File: config.mk
export PLATFORM = sky130hd
export DESIGN_NAME = rom_ctrl_check_seq
export DESIGN_NICKNAME = d
export VERILOG_FILES = /design/src/rtl/rom_ctrl_seq_pkg.sv /design/src/rtl/rom_ctrl_digest_reg.sv /design/src/rtl/rom_ctrl_check_seq.sv
export SDC_FILE = /design/constraint.sdc
export NUM_CORES = 1
export LEC_CHECK = 0
export ABC_AREA = 1
export BUFFER_PORTS_ARGS = -buffer_cell sky130_fd_sc_hd__buf_2
export CAP_MARGIN = 20
export CORE_ASPECT_RATIO = 1.25
export CORE_MARGIN = 2
export CORE_UTILIZATION = 35
export CTS_CLUSTER_DIAMETER = 120
export DETAILED_ROUTE_END_ITERATION = 12
export GPL_ROUTABILITY_DRIVEN = 0
export GPL_TIMING_DRIVEN = 0
export PLACE_DENSITY = 0.67
export SLEW_MARGIN = 20
export SYNTH_ARGS = -nofsm -noshare
export SYNTH_HDL_FRONTEND = slang
export SYNTH_SLANG_ARGS = --single-unit
File: constraint.sdc
create_clock -name clk_i -period 2.2 [get_ports clk_i]
set_clock_uncertainty 0.05 [all_clocks]
set_input_delay 0.11 -clock clk_i [delete_from_list [all_inputs] [get_ports clk_i]]
set_output_delay 0.11 -clock clk_i [all_outputs]
set_load 0.005 [all_outputs]
File: src/rtl/rom_ctrl_seq_pkg.sv
// Shared types and helpers for the ROM integrity-check sequencer.
package rom_ctrl_seq_pkg;

  // One-hot-ish sparse encoding: every pair of states differs in at least 3 bits,
  // so a single upset can never turn one legal state into another.
  localparam int unsigned StateWidth = 6;

  typedef enum logic [StateWidth-1:0] {
    ReadLow    = 6'b101100,
    ReadHigh   = 6'b010110,
    WaitDigest = 6'b001011,
    Compare    = 6'b110001,
    Done       = 6'b011101,
    Invalid    = 6'b100010
  } state_e;

  // Address width for a memory of the given depth (at least one bit).
  function automatic int unsigned vbits(input int unsigned value);
    return (value <= 1) ? 1 : $clog2(value);
  endfunction

  // Position of a ROM address within the top (digest) region; the caller
  // truncates to its address width so out-of-region addresses simply wrap.
  function automatic int unsigned top_idx(input int unsigned addr,
                                          input int unsigned depth,
                                          input int unsigned top_count);
    return addr + top_count - depth;
  endfunction

endpackage

File: src/rtl/rom_ctrl_digest_reg.sv
// Capture register for the expected digest words read from the top of ROM.
module rom_ctrl_digest_reg
  import rom_ctrl_seq_pkg::*;
#(
  parameter int unsigned Count = 2,
  parameter int unsigned DW    = 32
) (
  input  logic                  clk_i,
  input  logic                  rst_ni,
  input  logic [Count-1:0]      we_i,
  input  logic [DW-1:0]         wdata_i,
  output logic [Count*DW-1:0]   data_o
);

  logic [Count-1:0][DW-1:0] words_q;

  // Each word is written independently; word 0 occupies the low bits of data_o.
  always_ff @(posedge clk_i or negedge rst_ni) begin
    if (!rst_ni) begin
      words_q <= '0;
    end else begin
      for (int i = 0; i < int'(Count); i++) begin
        if (we_i[i]) words_q[i] <= wdata_i;
      end
    end
  end

  assign data_o = words_q;

endmodule

File: src/rtl/rom_ctrl_check_seq.sv
// Boot-time ROM integrity check sequencer.
//
// state      | meaning
// -----------+-----------------------------------------------------------
// ReadLow    | streaming non-top ROM words to KMAC
// ReadHigh   | reading top words into the expected-digest register
// WaitDigest | ROM fully read, waiting for the KMAC digest
// Compare    | one cycle comparing expected vs computed digest
// Done       | result reported, bus owns the ROM
// Invalid    | protocol violation, fatal alert held until reset
module rom_ctrl_check_seq
  import rom_ctrl_seq_pkg::*;
#(
  parameter int unsigned RomDepth    = 16,
  parameter int unsigned RomTopCount = 2,
  parameter int unsigned DW          = 32,
  localparam int unsigned AW         = vbits(RomDepth)
) (
  input  logic                        clk_i,
  input  logic                        rst_ni,
  input  logic                        counter_done_i,
  input  logic [AW-1:0]               counter_data_addr_i,
  input  logic                        counter_last_nontop_i,
  output logic                        counter_data_rdy_o,
  input  logic                        rom_rvalid_i,
  input  logic [DW-1:0]               rom_rdata_i,
  output logic                        kmac_vld_o,
  output logic [DW-1:0]               kmac_data_o,
  output logic                        kmac_last_o,
  input  logic                        kmac_rdy_i,
  input  logic                        kmac_digest_vld_i,
  input  logic [RomTopCount*DW-1:0]   kmac_digest_i,
  output logic                        bus_sel_o,
  output logic                        pwrmgr_done_o,
  output logic                        pwrmgr_good_o,
  output logic                        alert_o
);

  state_e                    state_q, state_d;
  logic [RomTopCount*DW-1:0] kmac_q;
  logic [RomTopCount*DW-1:0] exp_flat;
  logic                      got_q;
  logic                      good_q, good_d;
  logic                      done_q, good_out_q, bus_sel_q, alert_q;
  logic [AW-1:0]             top_addr;
  logic [RomTopCount-1:0]    exp_we;
  logic                      digest_capture;

  assign top_addr = AW'(top_idx(32'(counter_data_addr_i), RomDepth, RomTopCount));

  // Only the first digest strobe while the top words are being read or awaited is kept.
  assign digest_capture = kmac_digest_vld_i && !got_q &&
                          ((state_q == ReadHigh) || (state_q == WaitDigest));

  // Route each valid top-region word to its slot in the expected digest.
  always_comb begin
    exp_we = '0;
    for (int i = 0; i < int'(RomTopCount); i++) begin
      exp_we[i] = (state_q == ReadHigh) && rom_rvalid_i && (top_addr == AW'(i));
    end
  end

  rom_ctrl_digest_reg #(
    .Count (RomTopCount),
    .DW    (DW)
  ) u_digest (
    .clk_i   (clk_i),
    .rst_ni  (rst_ni),
    .we_i    (exp_we),
    .wdata_i (rom_rdata_i),
    .data_o  (exp_flat)
  );

  // Handshake muxing: KMAC sees ROM data only while non-top words stream.
  always_comb begin
    kmac_vld_o         = 1'b0;
    kmac_data_o        = '0;
    kmac_last_o        = 1'b0;
    counter_data_rdy_o = 1'b0;
    case (state_q)
      ReadLow: begin
        kmac_vld_o         = rom_rvalid_i;
        kmac_data_o        = rom_rdata_i;
        kmac_last_o        = counter_last_nontop_i;
        counter_data_rdy_o = kmac_rdy_i;
      end
      ReadHigh: counter_data_rdy_o = 1'b1;
      default: ;
    endcase
  end

  // Next-state logic with protocol checking; any unknown encoding falls to Invalid.
  always_comb begin
    state_d = state_q;
    good_d  = good_q;
    case (state_q)
      ReadLow: begin
        if (counter_done_i || kmac_digest_vld_i) begin
          state_d = Invalid;
        end else if (kmac_vld_o && kmac_rdy_i && kmac_last_o) begin
          state_d = ReadHigh;
        end
      end
      ReadHigh: begin
        if (kmac_digest_vld_i && got_q) begin
          state_d = Invalid;
        end else if (counter_done_i) begin
          state_d = (got_q || kmac_digest_vld_i) ? Compare : WaitDigest;
        end
      end
      WaitDigest: begin
        if (!counter_done_i) begin
          state_d = Invalid;
        end else if (kmac_digest_vld_i) begin
          state_d = Compare;
        end
      end
      Compare: begin
        if (!counter_done_i || kmac_digest_vld_i) begin
          state_d = Invalid;
        end else begin
          good_d  = (exp_flat == kmac_q);
          state_d = Done;
        end
      end
      Done: begin
        if (!counter_done_i || kmac_digest_vld_i) state_d = Invalid;
      end
      Invalid: state_d = Invalid;
      default: state_d = Invalid;
    endcase
  end

  // State, digest capture and glitch-free registered outputs.
  always_ff @(posedge clk_i or negedge rst_ni) begin
    if (!rst_ni) begin
      state_q    <= ReadLow;
      kmac_q     <= '0;
      got_q      <= 1'b0;
      good_q     <= 1'b0;
      done_q     <= 1'b0;
      good_out_q <= 1'b0;
      bus_sel_q  <= 1'b0;
      alert_q    <= 1'b0;
    end else begin
      state_q    <= state_d;
      good_q     <= good_d;
      if (digest_capture) begin
        kmac_q <= kmac_digest_i;
        got_q  <= 1'b1;
      end
      done_q     <= (state_d == Done);
      good_out_q <= (state_d == Done) && good_d;
      bus_sel_q  <= (state_d == Done);
      alert_q    <= (state_d == Invalid);
    end
  end

  assign pwrmgr_done_o = done_q;
  assign pwrmgr_good_o = good_out_q;
  assign bus_sel_o     = bus_sel_q;
  assign alert_o       = alert_q;

endmodule

Yosys cells after proc, flatten, opt, wreduce, memory -nomap -nowiden
Cells that the tools add are included. W data, S select, Z words.

Register bits: 139. Bits in latches: 0. RAM bits: 0. ROM bits: 0. Output and inout port bits: 39. Word-level logic and storage cells: 52. Memories kept: 0.

$add $sub $neg: 2. $mul: 0. Div/mod/pow operators: 0. Magnitude comparators: 0. Eq/ne operators: 9. Shifts and indexed selects: 0. Multiplexer cells: 16. Bitwise logic cells: 0. Reduce and logical (&&, ||, !) cells: 16.

Operators by type and width (count): $eq A64 B64 Y1 (1); $mux W6 (9); $mux W32 (1); $pmux W6 S5 (1); $eq A6 B5 Y1 const B (3); $eq A6 B6 Y1 const B (3); $logic_and A1 B1 Y1 (9); $eq A6 B4 Y1 const B (1); $add A4 B2 Y4 const B (1); $eq A4 B1 Y1 const B (1); $logic_not A4 Y1 (1); $logic_or A1 B1 Y1 (4); $mux W1 (4); $sub A4 B1 Y4 const B (1); $logic_not A1 Y1 (2); $pmux W1 S2 (1).

Longest topological paths before layout
Gate-level depths: netlist (run 1).

Depth in word-level cells: 9. Gate-level depth with buffers: 11. Depth with buffers taken out: 11.

Hierarchy
From an unflattened synthesis (run 1), not the netlist that was laid out.

Cells, all modules: 970. Area total of the unflattened synthesis: 7268.2 um^2.

Modules (own cells, without submodules): rom_ctrl_check_seq (times used 1, cells an instance 698, area each 4733.3 um^2, seq. area each 1880.6 um^2); rom_ctrl_digest_reg (times used 1, cells an instance 272, area each 2534.9 um^2, seq. area each 1601.5 um^2).

Least setup slack after synthesis (run 1)
OpenSTA, ideal clock, no wires.

Path kind: register to register. Start point: register state_q[2]. End point: register kmac_q[50]. Setup time: 121 ps. Arrival: 1409 ps. Data required time: 2029 ps. Slack: 620 ps. Cell stages (with the launch flop): 10. Path buffers: 2. Clock period less this slack: 1580 ps. Cell sequence: dfstp_2 nand2_1 nor2_4 nand3_4 nand2_4 nand3_4 buf_6 buf_6 nor2_1 a21oi_1.

Cells in the longest elaborated chain, start to end: 3. Elaborated cells on any way between the ends: 4. Classes of those cells: eq/ne: 2; reduce/logical: 2.

RTL lines: start: declaration (line rom_ctrl_check_seq.sv:39) `state_e state_q, state_d;`; start signal: assignment (line rom_ctrl_check_seq.sv:137) `state_q <= ReadLow;`; start signal: assignment (line rom_ctrl_check_seq.sv:146) `state_q <= state_d;`; $eq A6 B5 Y1 or $eq A6 B4 Y1 (tied branches) (line rom_ctrl_check_seq.sv:53) `((state_q == ReadHigh) || (state_q == WaitDigest));`; $logic_or A1 B1 Y1 (*) (line rom_ctrl_check_seq.sv:53); $logic_and A1 B1 Y1 (*) (line rom_ctrl_check_seq.sv:52) `assign digest_capture = kmac_digest_vld_i && !got_q &&`; end signal: assignment (line rom_ctrl_check_seq.sv:149) `kmac_q <= kmac_digest_i;`; end: declaration (line rom_ctrl_check_seq.sv:40) `logic [RomTopCount*DW-1:0] kmac_q;`.

Every way passes the cells marked *; elsewhere a longest branch is shown, timed or not. A chain may end at the register's enable or synchronous reset.

Final worst setup path (run 1)
Start point: register state_q[5]. End point: output port kmac_data_o[7].

Cells in the longest elaborated chain, start to end: 2.

RTL lines: $eq A6 B6 Y1 (line rom_ctrl_check_seq.sv:80) `case (state_q)`; $mux W32 (line rom_ctrl_check_seq.sv:80); end: declaration (line rom_ctrl_check_seq.sv:28) `output logic [DW-1:0] kmac_data_o,`.

No other way between the ends.

==> summary.md, run 1 <==
| Metric | Value |
|---|---|
| Share of cells above drive strength 1 | `between 20% and 30%` |
| Post-route ant nets | `0` |
| FF-to-FF End | `u_digest.data_o[22]$_DFFE_PN0P_` |
| CP Class | `reg -> out` |
| Reg-to-reg slack, setup | `0.29 ns` |
| Power Density | `between 600 and 700 nW/um2` |
| Hpwl dp | `15100 um` |
| Worst hold path stage count | `4` |
| # port buffers | `between 100 and 150` |
| Syn Inst Count | `911` |
| Power Total | `~6 mW` |
| Num rows | `58` |
| #FFs+latches synth | `approximately 140` |
| Cell Area, Synth | `between 7000 and 8000 um2` |
| Fin nets | `1286` |
| Depth of the worst register-to-register path | `8` |
| Worst path arrival time | `approximately 2.0 ns` |
| Area Growth Syn to Fin | `38.5%` |
| Ys async rst share | `100%` |
| Clk root buf | `clkbuf_16` |
| Tmin final | `~2.1 ns` |
| Clock-pin slew on the worst setup and hold paths | `around 0.06 ns` |
| Clock Latency Late Sink | `roughly 0.43 ns` |
| Period utilisation layout | `a little over nine tenths` |
| Worst R2R Start | `state_q[2]$_DFF_PN1_` |
| Drt initial violations | `466` |
| Number of max-cap violations | `0` |
| Initial antenna violation count | `0` |
| Prevailing post-synth register cell | `dfrtp_1` |
| Delay-heaviest family, CP | `flip-flops` |
| ANT cells | `0` |
| Worst setup SP type | `register` |
| Vias in the first global route | `~6500` |
| Setup violations, final | `0` |
| Residual DRC | `0` |
| Synthesis Warnings | `0` |
| TritonCTS clock tree | `built` |
| Final wirelength | `roughly 21000 um` |
| Final Core Density | `48.9%` |
| Final Max Slew Viols | `0` |
| Fin cells | `1459` |
| Per-cell routed wire length | `around 15 um` |
| CTS H-tree lvls | `4` |
| Crit path cell chain | `nand4_1 -> nor2_4 -> inv_2 -> buf_4 -> nor2_1 -> buf_2` |
| Max IR drop VDD | `between 0.5 and 0.6 mV` |
| TNS Setup | `0 ns` |
| CP required | `2.04 ns` |
| Post-Syn Nets | `just over 1000` |
| Vias per cell | `4.51` |
| GRT overflow | `0` |
| Crit path from | `state_q[5]$_DFF_PN1_` |
| Outcome | `complete, no violations` |
| Worst Setup End Kind | `primary output` |
| Class of the worst hold path | `in -> reg` |
| # placed instances | `1327` |
| Ports | `about 150` |
| Largest net degree at the start of global routing | `72` |
| Total track usage | `20.9%` |
| Seq/Total Area, Yosys | `49.4%` |
| Initial DRT Pass Iterations | `5` |
| HP Start | `rom_rvalid_i` |
| Top-count cell post-synth | `nand2_1` |
| Die W | `between 100 and 150 um` |
| Clock sink total | `139` |
| Slew @ Worst Pin | `about 0.54 ns` |
| Worst Hold End | `state_q[3]$_DFF_PN1_` |
| Endpoints failing hold | `0` |
| Synth top cells by count | `nand2_1 (244), inv_1 (155), nor2_1 (146)` |
| Bufs and invs on worst path | `3` |
| Clock tree buffer depth | `2` |
| Total core area | `between 15000 and 20000 um2` |
| Slowest cell on crit path | `dfstp_2` |
| Biggest cell delay along the critical path | `0.57 ns` |
| Number of flops mapped to enable cells by yosys | `0` |
| Post-synth top area share | `just under 50%` |
| Die Span Y | `163 um` |
| First-pass GRT wire length | `33100 um` |
| Number of vias in the routed layout | `6577` |
| Die area | `~21000 um2` |
| Initial Util | `a little over a third` |
| Fmax | `roughly 470 MHz` |
| Leakage | `5.27 nW` |
| Area leader, netlist | `dfrtp_1` |
| Synth cell types | `30` |
| CTS Buf Count | `17` |
| Syn Area/Cell | `between 7 and 8 um2` |
| CP max FO | `10` |
| Synth top area cells | `dfrtp_1 (48%), nand2_1 (13%), inv_1 (8.3%), nor2_1 (7.8%), o21ai_2 (4.2%)` |
| Slew margin rel. | `between 60% and 70%` |
==> worst max path at each step <==
| stage | end | slack, ns | cells past startpoint |
|---|---|---|---|
| after global placement | kmac_q[26]$_DFFE_PN0P_ | -1.05 | 1 |
| after detailed placement | kmac_data_o[11] | 0.15 | 6 |
| after global routing | kmac_data_o[8] | -0.006 | 6 |
| after CTS | kmac_data_o[30] | 0.03 | 6 |
| final | kmac_data_o[7] | 0.07 | 6 |
| after floorplan | kmac_q[50]$_DFFE_PN0P_ | 0.62 | 9 |
==> cells by family after synthesis <==
logic type      count (synthesis)  synth area share (%)
compound gates                153                  13.1
buf+inv                       190                  12.1
simple gates                  410                  23.0
xor+xnor                       18                  2.24
flops                         139                  49.4
fa+ha+maj                       1                 0.178
==> power by group <==
group          internal [mW]  total [mW]  switching (mW)
clock network           1.76        2.86            1.10
logic                  0.220       0.420           0.200
registers               2.57        2.59          0.0123
total                   4.55        5.87            1.31
==> flip-flops by register name, indices dropped and copies added, names as in the netlist <==
register / count
kmac_q: 64
u_digest.data_o: 64
state_q: 6
alert_o: 1
bus_sel_o: 1
good_q: 1
got_q: 1
pwrmgr_good_o: 1
==> metrics by stage <==
stage / worst slack, ns / hold WS [ns] / cell area [um2]
final: 0.0722 / 0.0503 / 9760
after global routing: -0.00632 / 0.0986 / 9760
after detailed placement: 0.146 / 0.0653 / 8150
after floorplan: 0.620 / -0.236 / 7050
after CTS: 0.0277 / 0.0377 / 9740
after global placement: -1.05 / 0.301 / 8110
==> worst min-delay path: stages <==
cell and delay, ns:
buf_2 0.10, nand4_1 0.12, nand3_1 0.08, o2111ai_1 0.08
==> metal layers <==
metal  vias up  wire, um  track usage (%)  share of wire, %
met5         -         0                0                 0
met4         0       778             10.2               3.7
met3        47       983             4.24               4.6
met2       190     10900             36.3                51
met1      3048      8630             24.5                40
li1       3292         -                -                 -
==> layout by cell type (no fill, tap or decap), drive strengths merged <==
cell type,n
dlygate4sd3,99
o22ai,2
xnor2,16
nand4,3
nor3,3
a21oi,29
nand3,6
dfstp,3
nor2,150
clkbuf,18
o2111ai,2
nor3b,1
buf,179
bufinv,3
xor2,2
inv,160
clkinvlp,2
o211ai,1
ha,1
o21ai,119
clkinv,7
nand2,247
dfrtp,136
==> area by class of cell <==
type                    count  area [um2]
clock inverters            12         151
multi-input cells         582        2720
flip-flops and latches    139        3480
fillers                  1904       10200
repair buffers            248        1780
inverters                 160         601
plain buffers              30         260
well taps                 270         338
clock buffers              18         429
==> repair_timing <==
| item | CTS | global route |
|---|---|---|
| gates resized for setup | 7 | 5 |
| setup buffers | 0 | 3 |
| hold endpoints to repair | 198 | 0 |
| pin swaps | 0 | 2 |
| setup endpoints to repair | 30 | 30 |
| hold buffers | 99 | 0 |
(Power assumes the default switching activity.)
==> run 2, diff against run 1 <==
--- a/constraint.sdc
+++ b/constraint.sdc
@@ -3,3 +3,3 @@
 set_input_delay 0.11 -clock clk_i [delete_from_list [all_inputs] [get_ports clk_i]]
 set_output_delay 0.11 -clock clk_i [all_outputs]
-set_load 0.005 [all_outputs]
+set_load 0.01 [all_outputs]
==> run 2 against run 1 <==
Critical path depth is the same. Die area is the same. Largest cell class unchanged. Largest power group unchanged. Total power hardly changed. Via count decreased by 0.11%.
==> summary.md, run 2 (same netlist as run 1, synthesis figures left out) <==
| Metric | Value |
|---|---|
| Max IR drop VDD | `0.564 mV` |
| Leakage | `between 5 and 6 nW` |
| First-pass GRT wire length | `approximately 33000 um` |
| Class of the worst hold path | `in -> reg` |
| Tmin final | `roughly 2.1 ns` |
| Post-route setup slack | `0.0787 ns` |
| CP max FO | `10` |
| Total core area | `20000 um2` |
| Proportion of power drawn by combinational gates | `just over 7%` |
| Power Total | `roughly 5.9 mW` |
| Setup crit end | `kmac_data_o[7]` |
| Residual DRC | `0` |
| ANT cells | `0` |
| Clk network pwr share | `slightly below 50%` |
| Total track usage | `a little over a fifth` |
| Area Growth Syn to Fin | `38.5%` |
| Hpwl dp | `15100 um` |
| Final Core Density | `roughly half` |
| Largest net degree at the start of global routing | `about 70` |
| Biggest cell delay along the critical path | `between 0.5 and 0.6 ns` |
| Clock sink total | `about 140` |
| Initial antenna violation count | `0` |
| Die Span Y | `about 160 um` |
| # placed instances | `approximately 1300` |
| Per-cell routed wire length | `14.6 um` |
| Period utilisation layout | `96.4%` |
| Drt initial violations | `~470` |
| Reg area | `around 3500 um2` |
| Cell-internal power | `between 4 and 5 mW` |
| Sw Pwr | `1.31 mW` |
| Worst R2R Start | `state_q[2]$_DFF_PN1_` |
| Slew margin rel. | `between 60% and 70%` |
| Crit path cell chain | `nand4_1 -> nor2_4 -> inv_4 -> buf_4 -> nor2_1 -> buf_2` |
| Area post-placement | `8150 um2` |
| Slew @ Worst Pin | `~0.54 ns` |
| Sw Share | `22.4%` |
| TNS Setup | `0 ns` |
| DR WL met3 | `around 1000 um` |
| FF-to-FF End | `u_digest.data_o[22]$_DFFE_PN0P_` |
| CP required | `roughly 2.0 ns` |
| Commonest non-fill, non-tap cell in the layout | `nand2_1` |
| Pre-CTS WS | `between 0.1 and 0.15 ns` |
| Clk root buf | `clkbuf_16` |
| GRT overflow | `0` |
| Crit path from | `state_q[5]$_DFF_PN1_` |
| Number of vias in the routed layout | `6570` |
| Design area | `9760 um2` |
| CTS Buf Count | `17` |
| TritonCTS clock tree | `built` |
| Fin cells | `around 1500` |
| Setup violations, final | `0` |
| Fillers | `~1900` |
| Clock-pin slew on the worst setup and hold paths | `around 0.06 ns` |
| Vias in the first global route | `6545` |
| Highest routed layer | `met4` |
| Clock Latency Late Sink | `around 0.43 ns` |
| Fin nets | `roughly 1300` |
| Die area | `roughly 21000 um2` |
| Initial DRT Pass Iterations | `6` |
| DR WL met2 | `10900 um` |
| Die W | `around 130 um` |
| Initial Util | `35.3%` |
| Final wirelength | `21300 um` |
| Worst path arrival time | `1.96 ns` |
| Worst hold margin | `0.0478 ns` |
| Share of cells above drive strength 1 | `~22%` |
| Post-route ant nets | `0` |
| Endpoints failing hold | `0` |
| Worst setup SP type | `register` |
| Clock tree buffer depth | `2` |
| Number of max-cap violations | `0` |
| Final Max Slew Viols | `0` |
| Fmax | `471 MHz` |
| Worst Setup End Kind | `primary output` |
| Reg-to-reg slack, setup | `just under 0.3 ns` |
| Power Density | `601 nW/um2` |
| Depth of the worst register-to-register path | `8` |
| CP Class | `reg -> out` |
| Num rows | `58` |
| Vias per cell | `between 4 and 5` |
| Ports | `146` |
| # port buffers | `145` |
| M1 WL | `8610 um` |
| Multi-input gate area | `roughly 2700 um2` |
| CTS H-tree lvls | `4` |
| Reg power frac | `44.1%` |
| Commonest non-fill, non-tap cells in the layout | `nand2_1 (244), inv_1 (155), buf_2 (154), nor2_1 (145), dfrtp_1 (136)` |
| Outcome | `complete, no violations` |
| Slowest cell on crit path | `dfstp_2` |
| RSZ-0062 raised after global routing | `no` |
## run 2: cell count changes in the layout (fill, tap and decap cells not counted)
cell / before / now
inv_2: 5 / 4
inv_4: 0 / 1
## run 2: routing by layer
layer  global-route usage (%)  vias up
met5                        0        -
met4                     10.2        0
met3                     4.24       48
met2                     36.3      196
met1                     24.5     3034
li1                         -     3292
## run 2: worst min path at each step
stage / startpoint / end / slack, ns / cells past startpoint
floorplan: rst_ni / alert_o$_DFF_PN0_ / -0.24 / 0
global placement: kmac_digest_i[42] / kmac_q[42]$_DFFE_PN0P_ / 0.30 / 3
detailed placement: rst_ni / kmac_q[14]$_DFFE_PN0P_ / 0.07 / 1
CTS: rom_rvalid_i / state_q[3]$_DFF_PN1_ / 0.04 / 4
global route: counter_last_nontop_i / state_q[3]$_DFF_PN1_ / 0.1 / 4
finish: rom_rvalid_i / state_q[3]$_DFF_PN1_ / 0.05 / 4
## run 2: repair_timing
item,4_1_cts,5_1_grt
endpoints found under the setup margin,30,30
hold endpoints to repair,198,0
cloned,0,0
hold buffers,99,0
pin swaps,0,2
buffers inserted,0,3
resized for setup,7,6
## run 2: final cells by class
cell class | instances | share of cell area (%)
Clock inverter | 12 | 1.55
Sequential cell | 139 | 35.7
Timing Repair Buffer | 248 | 18.2
Clock buffer | 18 | 4.40
Buffer | 30 | 2.67
Inverter | 160 | 6.18
Tap cell | 270 | 3.46
Multi-Input combinational cell | 582 | 27.9
## run 2: power groups by stage
| stage | combinational, mW | clock (mW) | sequential, mW |
|---|---|---|---|
| 2_1_floorplan | 0.0885 | 0 | 2.63 |
| 3_3_place_gp | 0.275 | 0 | 2.63 |
| 3_5_place_dp | 0.284 | 0 | 2.63 |
| 4_1_cts | 0.421 | 2.91 | 2.58 |
| 5_1_grt | 0.467 | 3.02 | 2.59 |
| 6_report | 0.420 | 2.86 | 2.59 |
## run 2: worst max-delay path: cells and delay by family, from the launching register on
| kind | cells | cell delay (ns) |
|---|---|---|
| flops | 1 | 0.57 |
| simple gates | 3 | 0.51 |
| buf+inv | 3 | 0.44 |
